**src/rtl/mem_req_pkg.sv**
```systemverilog
// mem_req_pkg
// Shared definitions for the memory requester: FSM state encoding, the
// memory address/data widths, the highest legal word address and a helper
// that classifies an address as in range.
package mem_req_pkg;

  localparam int MEM_ADDR_W = 16;
  localparam int MEM_DATA_W = 16;

  localparam logic [MEM_ADDR_W-1:0] MEM_LAST_ADDR = 16'd256;

  typedef enum logic [1:0] {
    IDLE    = 2'd0,
    ISSUE   = 2'd1,
    CAPTURE = 2'd2,
    RESP    = 2'd3
  } state_e;

  function automatic logic addr_in_range(input logic [MEM_ADDR_W-1:0] addr);
    return (addr <= MEM_LAST_ADDR);
  endfunction

endpackage

```
**src/rtl/mem_requester.sv**
```systemverilog
// mem_requester
// Initiator-side port for the 16-bit word-addressed main memory. Accepts one
// read or write request at a time over a valid/ready handshake, drives the
// memory address/data/write-enable, absorbs the memory's one-cycle registered
// read latency and returns the result on a valid/ready response channel.
//
// Ports
//   clock, reset            system clock, synchronous active-high reset
//   req_valid/req_ready     request handshake (ready only while idle)
//   req_write/addr/wdata    request: 1 = store, word address, store data
//   resp_valid/resp_ready   response handshake
//   resp_write/rdata/err    response: echoed op, load data (0 for stores),
//                           out-of-range flag
//   mem_address/data_in/    memory Address, DataIn, MemWrite
//   mem_write
//   mem_val                 memory MemVal (valid the cycle after sampling)
//
// Configuration
//   MEM_REQ_BOUNDS_CHECK_EN  when defined, requests above MEM_LAST_ADDR are
//                            answered immediately with resp_err=1 and never
//                            reach the memory. Otherwise resp_err stays 0 and
//                            every request is issued.
module mem_requester
  import mem_req_pkg::*;
(
  input  logic        clock,
  input  logic        reset,
  input  logic        req_valid,
  output logic        req_ready,
  input  logic        req_write,
  input  logic [15:0] req_addr,
  input  logic [15:0] req_wdata,
  output logic        resp_valid,
  input  logic        resp_ready,
  output logic        resp_write,
  output logic [15:0] resp_rdata,
  output logic        resp_err,
  output logic [15:0] mem_address,
  output logic [15:0] mem_data_in,
  output logic        mem_write,
  input  logic [15:0] mem_val
);

  state_e      state_q, state_d;
  logic [15:0] mem_address_q, mem_address_d;
  logic [15:0] mem_data_in_q, mem_data_in_d;
  logic        mem_write_q, mem_write_d;
  logic        resp_valid_q, resp_valid_d;
  logic        resp_write_q, resp_write_d;
  logic [15:0] resp_rdata_q, resp_rdata_d;
  logic        resp_err_q, resp_err_d;
  logic        req_oob;

`ifdef MEM_REQ_BOUNDS_CHECK_EN
  assign req_oob = !addr_in_range(req_addr);
`else
  assign req_oob = 1'b0;
`endif

  always_comb begin
    state_d       = state_q;
    mem_address_d = mem_address_q;
    mem_data_in_d = mem_data_in_q;
    mem_write_d   = mem_write_q;
    resp_valid_d  = resp_valid_q;
    resp_write_d  = resp_write_q;
    resp_rdata_d  = resp_rdata_q;
    resp_err_d    = resp_err_q;

    case (state_q)
      IDLE: begin
        if (req_valid) begin
          if (req_oob) begin
            // Out-of-range request: answer at once, memory left untouched.
            resp_valid_d = 1'b1;
            resp_err_d   = 1'b1;
            resp_rdata_d = 16'd0;
            resp_write_d = req_write;
            state_d      = RESP;
          end else begin
            mem_address_d = req_addr;
            mem_data_in_d = req_wdata;
            mem_write_d   = req_write;
            state_d       = ISSUE;
          end
        end
      end

      ISSUE: begin
        // The memory samples address/data/write at the end of this cycle.
        mem_write_d = 1'b0;
        if (mem_write_q) begin
          resp_valid_d = 1'b1;
          resp_write_d = 1'b1;
          resp_rdata_d = 16'd0;
          resp_err_d   = 1'b0;
          state_d      = RESP;
        end else begin
          state_d = CAPTURE;
        end
      end

      CAPTURE: begin
        // Registered read data is now on mem_val.
        resp_valid_d = 1'b1;
        resp_write_d = 1'b0;
        resp_rdata_d = mem_val;
        resp_err_d   = 1'b0;
        state_d      = RESP;
      end

      RESP: begin
        if (resp_ready) begin
          resp_valid_d = 1'b0;
          state_d      = IDLE;
        end
      end

      default: state_d = IDLE;
    endcase
  end

  always_ff @(posedge clock) begin
    if (reset) begin
      state_q       <= IDLE;
      mem_address_q <= 16'd0;
      mem_data_in_q <= 16'd0;
      mem_write_q   <= 1'b0;
      resp_valid_q  <= 1'b0;
      resp_write_q  <= 1'b0;
      resp_rdata_q  <= 16'd0;
      resp_err_q    <= 1'b0;
    end else begin
      state_q       <= state_d;
      mem_address_q <= mem_address_d;
      mem_data_in_q <= mem_data_in_d;
      mem_write_q   <= mem_write_d;
      resp_valid_q  <= resp_valid_d;
      resp_write_q  <= resp_write_d;
      resp_rdata_q  <= resp_rdata_d;
      resp_err_q    <= resp_err_d;
    end
  end

  assign req_ready   = (state_q == IDLE);
  assign resp_valid  = resp_valid_q;
  assign resp_write  = resp_write_q;
  assign resp_rdata  = resp_rdata_q;
  assign resp_err    = resp_err_q;
  assign mem_address = mem_address_q;
  assign mem_data_in = mem_data_in_q;
  // Gated by reset so a store caught in ISSUE never reaches the memory.
  assign mem_write   = mem_write_q & ~reset;

endmodule

```
**config.mk**
```make
export PLATFORM = sky130hd
export DESIGN_NAME = mem_requester
export DESIGN_NICKNAME = d
export VERILOG_FILES = /design/src/rtl/mem_req_pkg.sv /design/src/rtl/mem_requester.sv
export SDC_FILE = /design/constraint.sdc
export NUM_CORES = 1
export LEC_CHECK = 0
export ABC_CLOCK_PERIOD_IN_PS = 1300
export CAP_MARGIN = 20
export CORE_UTILIZATION = 25
export DETAILED_ROUTE_END_ITERATION = 12
export GPL_ROUTABILITY_DRIVEN = 0
export PLACE_DENSITY = 0.67
export SYNTH_ARGS = -nofsm -noshare
export SYNTH_HDL_FRONTEND = slang
export SYNTH_SLANG_ARGS = --single-unit
export TNS_END_PERCENT = 100
```
**constraint.sdc**
```tcl
create_clock -name clock -period 1.3 [get_ports clock]
set_input_delay 0.26 -clock clock [delete_from_list [all_inputs] [get_ports clock]]
set_output_delay 0.26 -clock clock [all_outputs]
set_load 0.02 [all_outputs]
```
==> results of run 1 <==
==> worst max path at each step <==
stage	to	slack [ps]	cells past startpoint
after floorplan	mem_address[0]	-40	7
after global placement	mem_write_q	-170	5
after detailed placement	mem_write_q	-170	5
after CTS	req_ready	-140	3
after global routing	resp_rdata[8]	-140	7
final	resp_rdata[8]	-120	7
==> cells in the mapped netlist <==
library cell	number
or3_1	1
buf_6	6
and4b_1	1
buf_4	2
inv_1	3
o211ai_1	1
mux2i_2	1
o21ai_0	2
nand2b_1	4
nand3b_1	1
a21oi_1	36
nor2b_1	2
conb_1	1
and2_1	1
ha_1	4
dfxtp_1	53
nand3_1	2
nor2_1	16
buf_2	1
a32oi_1	16
clkbuf_2	1
clkbuf_1	9
nand2_1	67
a21o_1	1
mux2i_1	1
a211oi_1	1
==> timing repair <==
item | 4_1_cts | 5_1_grt
gates resized for setup | 102 | 49
pin swaps | 10 | 11
hold endpoints to repair | 0 | 0
cloned | 5 | 2
buffers inserted | 6 | 1
endpoints found under the setup margin | 103 | 78
==> sequential cells by signal, indices dropped and copies added, names as in the netlist <==
name         flops
mem_data_in     16
mem_address     16
resp_rdata      16
resp_write       1
resp_valid       1
state_q          2
mem_write_q      1
==> metal layers <==
metal	routed length [um]	global-route usage, %
met4	167	6.77
met1	2540	16.3
met5	0	0
met3	433	4.39
met2	3200	25.9
==> cell families (layout without fill, tap and decap cells) <==
family / after synthesis / after routing / synth area share [%]
compound gates: 57 / 57 / 17.5
fa+ha+maj: 4 / 4 / 2.48
buf+inv: 22 / 142 / 6.82
flops: 53 / 53 / 52.6
mux: 2 / 2 / 1.18
other cells: 1 / 1 / 0.186
simple gates: 95 / 95 / 19.3
==> critical path, cell delays in order (launching register included) <==
cell and delay, ps:
dfxtp_2 360, inv_4 40, buf_6 110, ha_4 170
mux2i_4 210, clkbuf_16 180, a32oi_1 160, nor2_1 50
==> metrics by stage <==
step | hold WS [ps] | TNS (ps) | cell area [um^2]
6_report | 458 | -2320 | 3640
5_1_grt | 483 | -5640 | 3640
4_1_cts | 463 | -4320 | 3530
3_5_place_dp | 449 | -5630 | 3190
3_3_place_gp | 441 | -4110 | 3190
2_1_floorplan | 396 | -1670 | 2040
==> final cells by class <==
cell class / instances / share of cell area, %
multi-input cells: 159 / 26.9
clock inverters: 3 / 0.722
flip-flops and latches: 53 / 29.2
well taps: 102 / 3.51
repair buffers: 131 / 37.3
inverters: 3 / 0.378
clock buffers: 5 / 1.89
==> power groups by stage <==
stage / Combinational, mW / Sequential (mW) / Clock, mW
finish: 3.71 / 2.14 / 0.990
CTS: 3.43 / 2.13 / 1.04
global placement: 2.80 / 2.14 / 0
detailed placement: 2.84 / 2.16 / 0
floorplan: 1.30 / 2.53 / 0
global route: 3.99 / 2.18 / 1.10
==> results.txt, run 1 <==
Cell taking the most area after synthesis -> dfxtp_1
Setup Skew -> 6.04 ps
Hold buffers post-CTS -> 0
TritonCTS clock tree -> yes
Final period utilization -> 109%
Antenna diodes -> 0
RSZ-0062 raised after global routing -> yes
Sw Ratio -> 38.4%
Worst hold start -> mem_data_in[11]
P_leak -> 1.51 nW
Combinational group share of total power -> 54.2%
Vias per Instance -> 4.49
Drt drc -> 0
Max-slew violations -> 0
Crit. End Element -> flip-flop
FF-to-FF Start -> state_q[1]
Fin nets -> 410
Total grt overflow -> 0
Number of library cell types mapped by synthesis -> 26
Row count -> 32
Sequential power share -> 31.3%
Gr usage total -> 14.8%
Die span in x -> 91.9 um
Root buf cell -> clkbuf_8
Placed cell count -> 436
First-pass GRT wire length -> 9780 um
Initial DRC Count -> 34
Max_cap viols -> 0
Post-synthesis sequential area ratio -> 52.6%
Initial antenna violation count -> 0
Clk buf depth -> 2
Status -> finished with violations
FF-to-FF setup slack -> -120 ps
Final core occ -> 46.8%
Crit path from -> state_q[1]
Slew headroom -> 59.6%
Failing checks -> setup timing
Endpoints failing setup -> 46
Setup ws final -> -123 ps
Reg2reg end -> resp_rdata[8]
Int Pwr -> 4.21 mW
YS warnings -> 0
Port Buf Inserts -> 104
Io pins -> 106
Antenna-violating nets left -> 0
Post-Route WL -> 6340 um
Final hold viol count -> 0
DP Worst Slack -> -169 ps
Die footprint -> 0.00844 mm^2
Worst-Margin Slew -> 605 ps
Synth top area share -> 52.6%
Netlist Area Pre-Place -> 0.00202 mm^2
Area Overhead vs Synth -> 80.2%
Initial Util -> 26.0%
Seq cells post-synth -> 53
Reg2reg path depth -> 7
FF+latch area -> 0.00106 mm^2
Num Clock Sinks -> 53
Max frequency -> 0.703 GHz
Synth top area cells -> dfxtp_1 53%, nand2_1 12%, a21oi_1 8.9%
VDD IR max -> 0.565 mV
Leading cell type in the layout, fill and taps excluded -> nand2_1
Synth Net Count -> 291
Placeable Area -> 0.00777 mm^2
Hold Path End -> mem_data_in[11]
Crit path arrival time -> 1610 ps
Net Switching -> 2.62 mW
CP Data Required Time -> 1480 ps
Mean Syn Cell Area -> 8.62 um^2
DRT Pass-1 Iters -> 4
Clk pwr share -> 14.5%
CP Launch Type -> flip-flop
Largest net degree at the start of global routing -> 54
Overall power -> 6.83 mW
H-tree levels -> 2
Area of the multi-input gates -> 980 um^2
Fill count -> 744
Worst-path clk slew -> 100 ps
Worst-skew pair later-pin latency -> 310 ps
Crit path kind -> reg -> reg
Routed via count -> 2046
Hold WC Path Type -> reg -> reg
WHS Path Cells -> 2
Tmin final -> 1420 ps
Synth Instances -> 234
Power Dens Cells -> 1880 mW/mm^2
Vias in the first global route -> 2060
Post-Layout Cell Count -> 456
Share of layout cells above drive strength 1 -> 22.0%
CP max FO -> 8
WL per Instance -> 13.9 um
DP HPWL -> 3950 um
Total CTS buffers -> 5
Die Y -> 91.9 um
Most frequent cells in the layout -> 52 x nand2_1, 51 x clkdlybuf4s50_1, 51 x dfxtp_1
Note: power is estimated with default switching activity, not from simulation.
==> inputs of run 2 (changes only) <==
--- a/config.mk
+++ b/config.mk
@@ -10,7 +10,10 @@
 export CORE_UTILIZATION = 25
 export DETAILED_ROUTE_END_ITERATION = 12
 export GPL_ROUTABILITY_DRIVEN = 0
+export GPL_TIMING_DRIVEN = 0
 export PLACE_DENSITY = 0.67
+export REMOVE_ABC_BUFFERS = 1
+export SKIP_LAST_GASP = 1
 export SYNTH_ARGS = -nofsm -noshare
 export SYNTH_HDL_FRONTEND = slang
 export SYNTH_SLANG_ARGS = --single-unit
==> results.txt, run 2 (synthesized netlist as in run 1, its figures left out) <==
Max_cap viols -> 0
Share of layout cells above drive strength 1 -> 37.1%
Slowest CP cell -> dfxtp_4
Area Overhead vs Synth -> 105%
Fill count -> 678
Worst-Margin Slew -> 523 ps
Sequential power share -> 27.1%
Most frequent cells in the layout -> 50 x clkdlybuf4s50_1, 50 x dfxtp_1, 38 x dlygate4sd2_1
GR Layer Usage met1 -> 21.3%
Dpl cell area -> 0.00310 mm^2
Worst path bufs/invs -> 2
Worst-path clk slew -> 100 ps
Max frequency -> 0.692 GHz
Slew headroom -> 65.1%
Final instance area -> 0.00413 mm^2
Hold WC Path Type -> in -> reg
H-tree levels -> 2
Initial antenna violation count -> 0
Initial Util -> 26.0%
Io pins -> 106
Total CTS buffers -> 5
Clk buf depth -> 2
Routed via count -> 2229
Initial DRC Count -> 33
Crit-path cells -> buf_6 > ha_4 > buf_6 > nor2b_4 > or3_4 > a21oi_2
Placeable Area -> 0.00777 mm^2
Int Pwr -> 4.84 mW
Failing checks -> setup timing
Setup ws final -> -145 ps
Crit. End Element -> flip-flop
Die Y -> 91.9 um
Setup Skew -> 13.9 ps
Num Clock Sinks -> 53
Row count -> 32
Crit path arrival time -> 1690 ps
VDD IR max -> 0.967 mV
Vias per Instance -> 4.75
Tmin final -> 1450 ps
Slowest stage delay, CP -> 380 ps
CP Data Required Time -> 1550 ps
Final hold viol count -> 0
CP max FO -> 4
Clk pwr share -> 11.8%
Root buf cell -> clkbuf_8
Gr usage total -> 17.8%
Status -> finished with violations
Total grt overflow -> 0
Power Dens Cells -> 1960 mW/mm^2
Die footprint -> 0.00844 mm^2
GR Util met3 -> 4.98%
GR Layer Usage met2 -> 30.7%
Worst-skew pair later-pin latency -> 310 ps
First-pass GRT wire length -> 11700 um
WL per Instance -> 16.5 um
CP Launch Type -> flip-flop
Most frequent cell on the critical path -> buf_6
Post-Route WL -> 7760 um
DRT Pass-1 Iters -> 4
Net Switching -> 3.26 mW
Antenna-violating nets left -> 0
Antenna diodes -> 0
Port Buf Inserts -> 104
Largest net degree at the start of global routing -> 36
Sw Ratio -> 40.2%
Setup TNS -> -3360 ps
P_leak -> 1.75 nW
Fin nets -> 424
DP HPWL -> 3660 um
Family with the most delay on the worst path -> simple AND/OR/NAND/NOR gates
Busiest grt layer -> met2
RSZ-0062 raised after global routing -> yes
TritonCTS clock tree -> yes
Combinational group share of total power -> 61.0%
Crit path kind -> reg -> reg
Vias in the first global route -> 2224
Endpoints failing setup -> 53
Drt drc -> 0
Die span in x -> 91.9 um
Max-slew violations -> 0
Final period utilization -> 111%
[run 2: changes by cell type in the layout (fill, tap and decap cells not counted), moves of 8 or more]
cell and change:
a21oi_1 -15, a21oi_2 +15, buf_6 +10, clkdlybuf4s15_1 -8, dlygate4sd2_1 +12, nand2_1 -18, nand2_4 +17
[run 2: layer usage]
metal | up-vias | wire (um) | share of wire, %
li1 | 1057 | - | -
met1 | 1053 | 3050 | 39
met2 | 100 | 3920 | 51
met3 | 19 | 586 | 7.6
met4 | 0 | 199 | 2.6
met5 | - | 0 | 0
[run 2: power by group through the flow]
stage / Clock [mW] / Combinational (mW) / Sequential [mW]
finish: 0.957 / 4.94 / 2.20
global route: 1.07 / 5.21 / 2.24
CTS: 0.996 / 4.38 / 2.16
detailed placement: 0 / 2.56 / 2.17
global placement: 0 / 2.47 / 2.16
floorplan: 0 / 1.01 / 2.53
[run 2: final cells by class]
| cell class | count | area, um^2 | area share, % |
|---|---|---|---|
| tap | 102 | 128 | 3.09 |
| clock buffer | 7 | 86.3 | 2.09 |
| multi-input combinational | 163 | 1360 | 32.9 |
| sequential | 53 | 1070 | 25.9 |
| timing repair buffer | 141 | 1470 | 35.6 |
| inverter | 3 | 16.3 | 0.394 |
[run 2: what timing repair did]
action,4_1_cts,5_1_grt
hold buffers,0,0
pin swaps,42,25
setup endpoints to repair,104,67
buffers inserted,26,8
resized for setup,164,62
endpoints found under the hold margin,0,0
cloned,7,2
[run 2: stage by stage]
step / utilization [%] / hold WS [ps] / instances / worst slack (ps) / power, mW
2_1_floorplan: - / 329 / 215 / -521 / 3.53
3_3_place_gp: 39.4 / 442 / 421 / -1840 / 4.63
3_5_place_dp: 39.9 / 446 / 423 / -736 / 4.73
4_1_cts: 50.1 / 275 / 463 / -135 / 7.53
5_1_grt: 53.1 / 309 / 469 / -183 / 8.53
6_report: 53.1 / 291 / 469 / -145 / 8.10
[run 2: worst paths after layout]
check / to / depth (start not counted) / startpoint / slack, ps
setup / recovery: resp_valid / 6 / state_q[0] / -150
hold / removal: resp_rdata[15] / 2 / reset / 290
setup reg to reg: resp_valid / 6 / state_q[0] / -150
hold reg to reg: mem_address[0] / 2 / mem_address[0] / 450
==> inputs of run 3 (changes only) <==
--- a/config.mk
+++ b/config.mk
@@ -12,8 +12,8 @@
 export GPL_ROUTABILITY_DRIVEN = 0
 export GPL_TIMING_DRIVEN = 0
 export PLACE_DENSITY = 0.67
-export REMOVE_ABC_BUFFERS = 1
 export SKIP_LAST_GASP = 1
+export SLEW_MARGIN = 20
 export SYNTH_ARGS = -nofsm -noshare
 export SYNTH_HDL_FRONTEND = slang
 export SYNTH_SLANG_ARGS = --single-unit
==> results.txt, run 3 (synthesized netlist as in run 1, its figures left out) <==
Die span in x -> 91.9 um
Crit path kind -> reg -> reg
Share of layout cells above drive strength 1 -> 24.2%
DRT Pass-1 Iters -> 4
GR Layer Usage met2 -> 24.5%
WL per Instance -> 13.5 um
Worst-path clk slew -> 100 ps
Antenna diodes -> 0
GR Util met3 -> 3.90%
Placeable Area -> 0.00777 mm^2
Final hold viol count -> 0
DP Worst Slack -> -331 ps
Die footprint -> 0.00844 mm^2
Routed via count -> 2045
Most frequent cells in the layout -> 51 x nand2_1, 51 x clkdlybuf4s50_1, 50 x dfxtp_1
Port Buf Inserts -> 103
Post-Route WL -> 6250 um
Num Clock Sinks -> 53
Antenna-violating nets left -> 0
Io pins -> 106
GR Layer Usage met1 -> 16.3%
Tmin final -> 1370 ps
Clk buf depth -> 2
CP max FO -> 5
Slew headroom -> 51.5%
Vias per Instance -> 4.44
Max_cap viols -> 0
First-pass GRT wire length -> 9330 um
Placed cell count -> 439
Max-slew violations -> 0
RSZ-0062 raised after global routing -> yes
Hold WC Path Type -> in -> reg
Final core occ -> 47.5%
Initial Util -> 26.0%
Fin nets -> 415
Power Dens Cells -> 1820 mW/mm^2
Status -> finished with violations
Busiest grt layer -> met2
Worst-Margin Slew -> 728 ps
CP Launch Type -> flip-flop
Post-Layout Cell Count -> 461
H-tree levels -> 2
Die Y -> 91.9 um
Total grt overflow -> 0
Vias in the first global route -> 1933
Fill count -> 778
Crit path arrival time -> 1570 ps
Endpoints failing setup -> 34
Gr usage total -> 13.8%
TritonCTS clock tree -> yes
Failing checks -> setup timing
Setup Skew -> 9.60 ps
Root buf cell -> clkbuf_8
Initial antenna violation count -> 0
CP Data Required Time -> 1500 ps
Drt drc -> 0
Setup ws final -> -73.4 ps
Max frequency -> 0.728 GHz
Largest net degree at the start of global routing -> 17
Crit. End Element -> flip-flop
P_leak -> 1.59 nW
DP HPWL -> 4070 um
FF-to-FF setup slack -> -70 ps
Area Overhead vs Synth -> 83.0%
Worst-skew pair later-pin latency -> 310 ps
Initial DRC Count -> 59
VDD IR max -> 0.548 mV
Row count -> 32
Total CTS buffers -> 5
Final period utilization -> 106%
==> run 3: cell count changes in the layout (fill, tap and decap cells not counted), sizes merged, moves of 3 or more <==
| cell | change |
|---|---|
| dlygate4sd2 | +5 |
| clkbuf | +6 |
| buf | -15 |
| nand2 | -3 |
| clkdlybuf4s15 | -4 |
==> run 3: layout make-up <==
class / instances / area (um^2) / share of cell area (%)
timing repair buffer: 119 / 1160 / 31.5
multi-input combinational: 160 / 1090 / 29.5
sequential: 53 / 1070 / 29.0
buffer: 16 / 141 / 3.83
tap: 102 / 128 / 3.46
clock buffer: 6 / 72.6 / 1.97
inverter: 3 / 16.3 / 0.441
clock inverter: 2 / 13.8 / 0.373
==> run 3: worst max-delay path, stage by stage, from the launching register on <==
cell	delay [ps]
dfxtp_2	360
inv_4	50
buf_6	110
ha_4	170
mux2i_4	200
buf_6	140
a32oi_2	170
nor2_1	60
==> run 3: repair_timing <==
action                                  CTS  global route
gates cloned                              1             4
pin swaps                                 7            37
setup buffers                             9             3
endpoints found under the setup margin  101            59
gates resized for setup                  82            71
hold buffers                              0             0
==> run 3: path summary, 6_finish.rpt <==
path / start / endpoint / cells after the start
worst min-delay path: reset / mem_data_in[5] / 2
worst max register to register: state_q[1] / resp_rdata[14] / 7
worst min register to register: mem_address[13] / mem_address[13] / 2
worst max-delay path: state_q[1] / resp_rdata[14] / 7
==> run 3: layer usage <==
| layer | share of wire (%) | vias up | wire length (um) |
|---|---|---|---|
| met2 | 51 | 70 | 3170 |
| met5 | 0 | - | 0 |
| met4 | 0.88 | 0 | 55 |
| met1 | 42 | 940 | 2600 |
| met3 | 6.7 | 5 | 416 |
| li1 | - | 1030 | - |
==> run 3: metrics by stage <==
stage / power (mW) / TNS [ps] / instance area [um^2] / hold slack [ps]
after floorplan: 3.83 / -1670 / 2040 / 396
after global placement: 4.88 / -7580 / 3190 / 442
after detailed placement: 4.94 / -8320 / 3190 / 448
after CTS: 6.13 / -904 / 3370 / 354
after global routing: 7.13 / -3960 / 3690 / 409
final: 6.71 / -1180 / 3690 / 358
==> run 3: power by group <==
part	switching [mW]	leakage (nW)	total [mW]	internal, mW
Sequential	0.182	0.435	2.15	1.97
Combinational	1.87	1.11	3.62	1.76
Clock	0.552	0.0456	0.937	0.385
==> edit, RTL diff (flow settings as in run 2) <==
Encoding of `state_e`: now Gray code (2 bits for 4 states).
--- a/src/rtl/mem_req_pkg.sv
+++ b/src/rtl/mem_req_pkg.sv
@@ -10,10 +10,10 @@
   localparam logic [MEM_ADDR_W-1:0] MEM_LAST_ADDR = 16'd256;
 
   typedef enum logic [1:0] {
-    IDLE    = 2'd0,
-    ISSUE   = 2'd1,
-    CAPTURE = 2'd2,
-    RESP    = 2'd3
+    IDLE    = 2'b00,
+    ISSUE   = 2'b01,
+    CAPTURE = 2'b11,
+    RESP    = 2'b10
   } state_e;
 
   function automatic logic addr_in_range(input logic [MEM_ADDR_W-1:0] addr);
Check against the original RTL: no difference found for any inputs over 10 cycles, from zero or initial values and one cycle with reset high; not proved beyond that.
==> edit against run 2 <==
- core utilization fell by 13 points
- global-route usage fell by 5.6 points
- count of clock-buffer cells in the layout fell by 2
- synthesized area rose by 18%
- sequential cell count did not move
- final area fell by 10%
- worst setup slack improved by 0.18 ns
- fmax rose by 14%
- wire length fell by 23%
- via count fell by 11%
- critical path type is now flop to output pin
- critical endpoint is now req_ready
- largest cell class unchanged
Power is not compared: it rests on default switching activity, and its combinational part moved more than twofold at a synthesized area within 25%.
==> edit: results (changes against run 2) <==
synthesis:
  synthTopCellsByCount: "82 x nand2b_1, 53 x dfxtp_1, 32 x mux2i_1"
  synth_ff_type: "dfxtp_1"
  synth_area_leaders: "dfxtp_1 45%, nand2b_1 22%, mux2i_1 13%"
  ys_warn_count: 0  # unchanged
  yosys.cell_types.count: 24  # -7.7%
  ys_seq_area_share_pct: 44.6  # -7.9 points
status:
  status: "completed"
pwr:
  leakagePower_uw: 0.00154
critical_path:
  worstReg2RegStart: "state_q[1]$_SDFFE_PP0P_"
  rr_endpoint: "mem_address[14]$_SDFFE_PP0P_"
  crit_fanout: 6  # +2
  endpoint: "req_ready"
  ff2ff_setup_slack_ns: 0.07  # +0.22 ns
  arrival_ns: 1.00  # -0.69 ns
  reg2reg_depth: 4  # -2
grt:
  first_global_vias: 1947  # -12%
  grt_max_degree: 55  # +53%
  grt_pass1_wl_microns: 9600  # -18%
  grtUsageTotal_pct: 12.2  # -5.6 points
final_layout:
  drive_gt1_share_pct: 10.6  # -26 points
  fin_nets: 392  # -7.5%
clock_tree:
  insertion_delay_ns: 0.31  # about the same
timing:
  finClkSkew_ns: 0.0139  # -0.0000547 ns
drt:
  dr.pass1.iters: 4  # unchanged
  vias: 1979  # -11%
  drt-initial-drc-count: 58  # +76%
  post_drt_wl_per_cell_microns: 12.8  # -23%
placement:
  dp_hpwl_microns: 3860  # +5.4%
[edit: worst min path at each step]
stage | start | to | slack [ns] | cells past startpoint
finish | req_valid | state_q[0]$_SDFFE_PP0P_ | 0.38 | 3
global route | req_valid | state_q[0]$_SDFFE_PP0P_ | 0.37 | 3
CTS | req_valid | state_q[0]$_SDFFE_PP0P_ | 0.36 | 3
detailed placement | mem_address[6]$_SDFFE_PP0P_ | mem_address[6]$_SDFFE_PP0P_ | 0.46 | 2
global placement | resp_rdata[7]$_SDFFE_PP0P_ | resp_rdata[7]$_SDFFE_PP0P_ | 0.45 | 2
floorplan | reset | state_q[0]$_SDFFE_PP0P_ | 0.33 | 1
[edit: area by class of cell]
class / count / area, sq um
multi-input combinational: 160 / 1170
fill: 922 / 5530
clock buffer: 5 / 68.8
tap: 129 / 161
sequential: 53 / 1070
timing repair buffer: 118 / 1170
clock inverter: 3 / 65.1
inverter: 1 / 3.75
[edit: metrics by stage]
| stage | setup TNS [ns] | worst slack [ns] | util, % | cell area, sq um | cells |
|---|---|---|---|---|---|
| after detailed placement | -35.52 | -0.929 | 37.9 | 3500 | 450 |
| after global routing | -0.0870 | -0.0274 | 40.2 | 3710 | 469 |
| after floorplan | -49.91 | -1.50 | - | 2220 | 214 |
| after CTS | -0.130 | -0.130 | 39.9 | 3690 | 468 |
| final | 0 | 0.0371 | 40.2 | 3710 | 469 |
| after global placement | -116.74 | -2.54 | 37.0 | 3420 | 447 |
[edit: kinds of logic after synthesis]
family,Yosys count,synth area share [%]
compound gates,24,6.00
buf+inv,23,6.74
flops,53,44.6
mux,32,13.5
other cells,1,0.158
simple gates,103,29.0
[edit: routing by layer]
metal / part of all wire (%) / global-route usage, % / wire [microns] / up-vias
met5: 0 / 0 / 0 / -
li1: - / - / - / 990
met1: 45 / 15.7 / 2700 / 924
met2: 49 / 19.9 / 2920 / 59
met3: 5.1 / 2.88 / 304 / 6
met4: 1.4 / 4.41 / 85 / 0
[edit: report_power, final]
group          switching, uW  total [uW]  internal, uW
Sequential              61.9        1790          1720
Combinational            395         883           488
Clock                    559        1320           766
[edit: worst max-delay path, cell delays in order (launching register included)]
cell      delay, ns
dfxtp_4        0.39
nor2_1         0.12
clkbuf_2       0.18
[edit: timing repair]
| action | CTS | global route |
|---|---|---|
| gates cloned | 1 | 1 |
| setup endpoints to repair | 105 | 41 |
| pin swaps | 1 | 1 |
| buffers inserted | 9 | 0 |
| resized for setup | 65 | 30 |
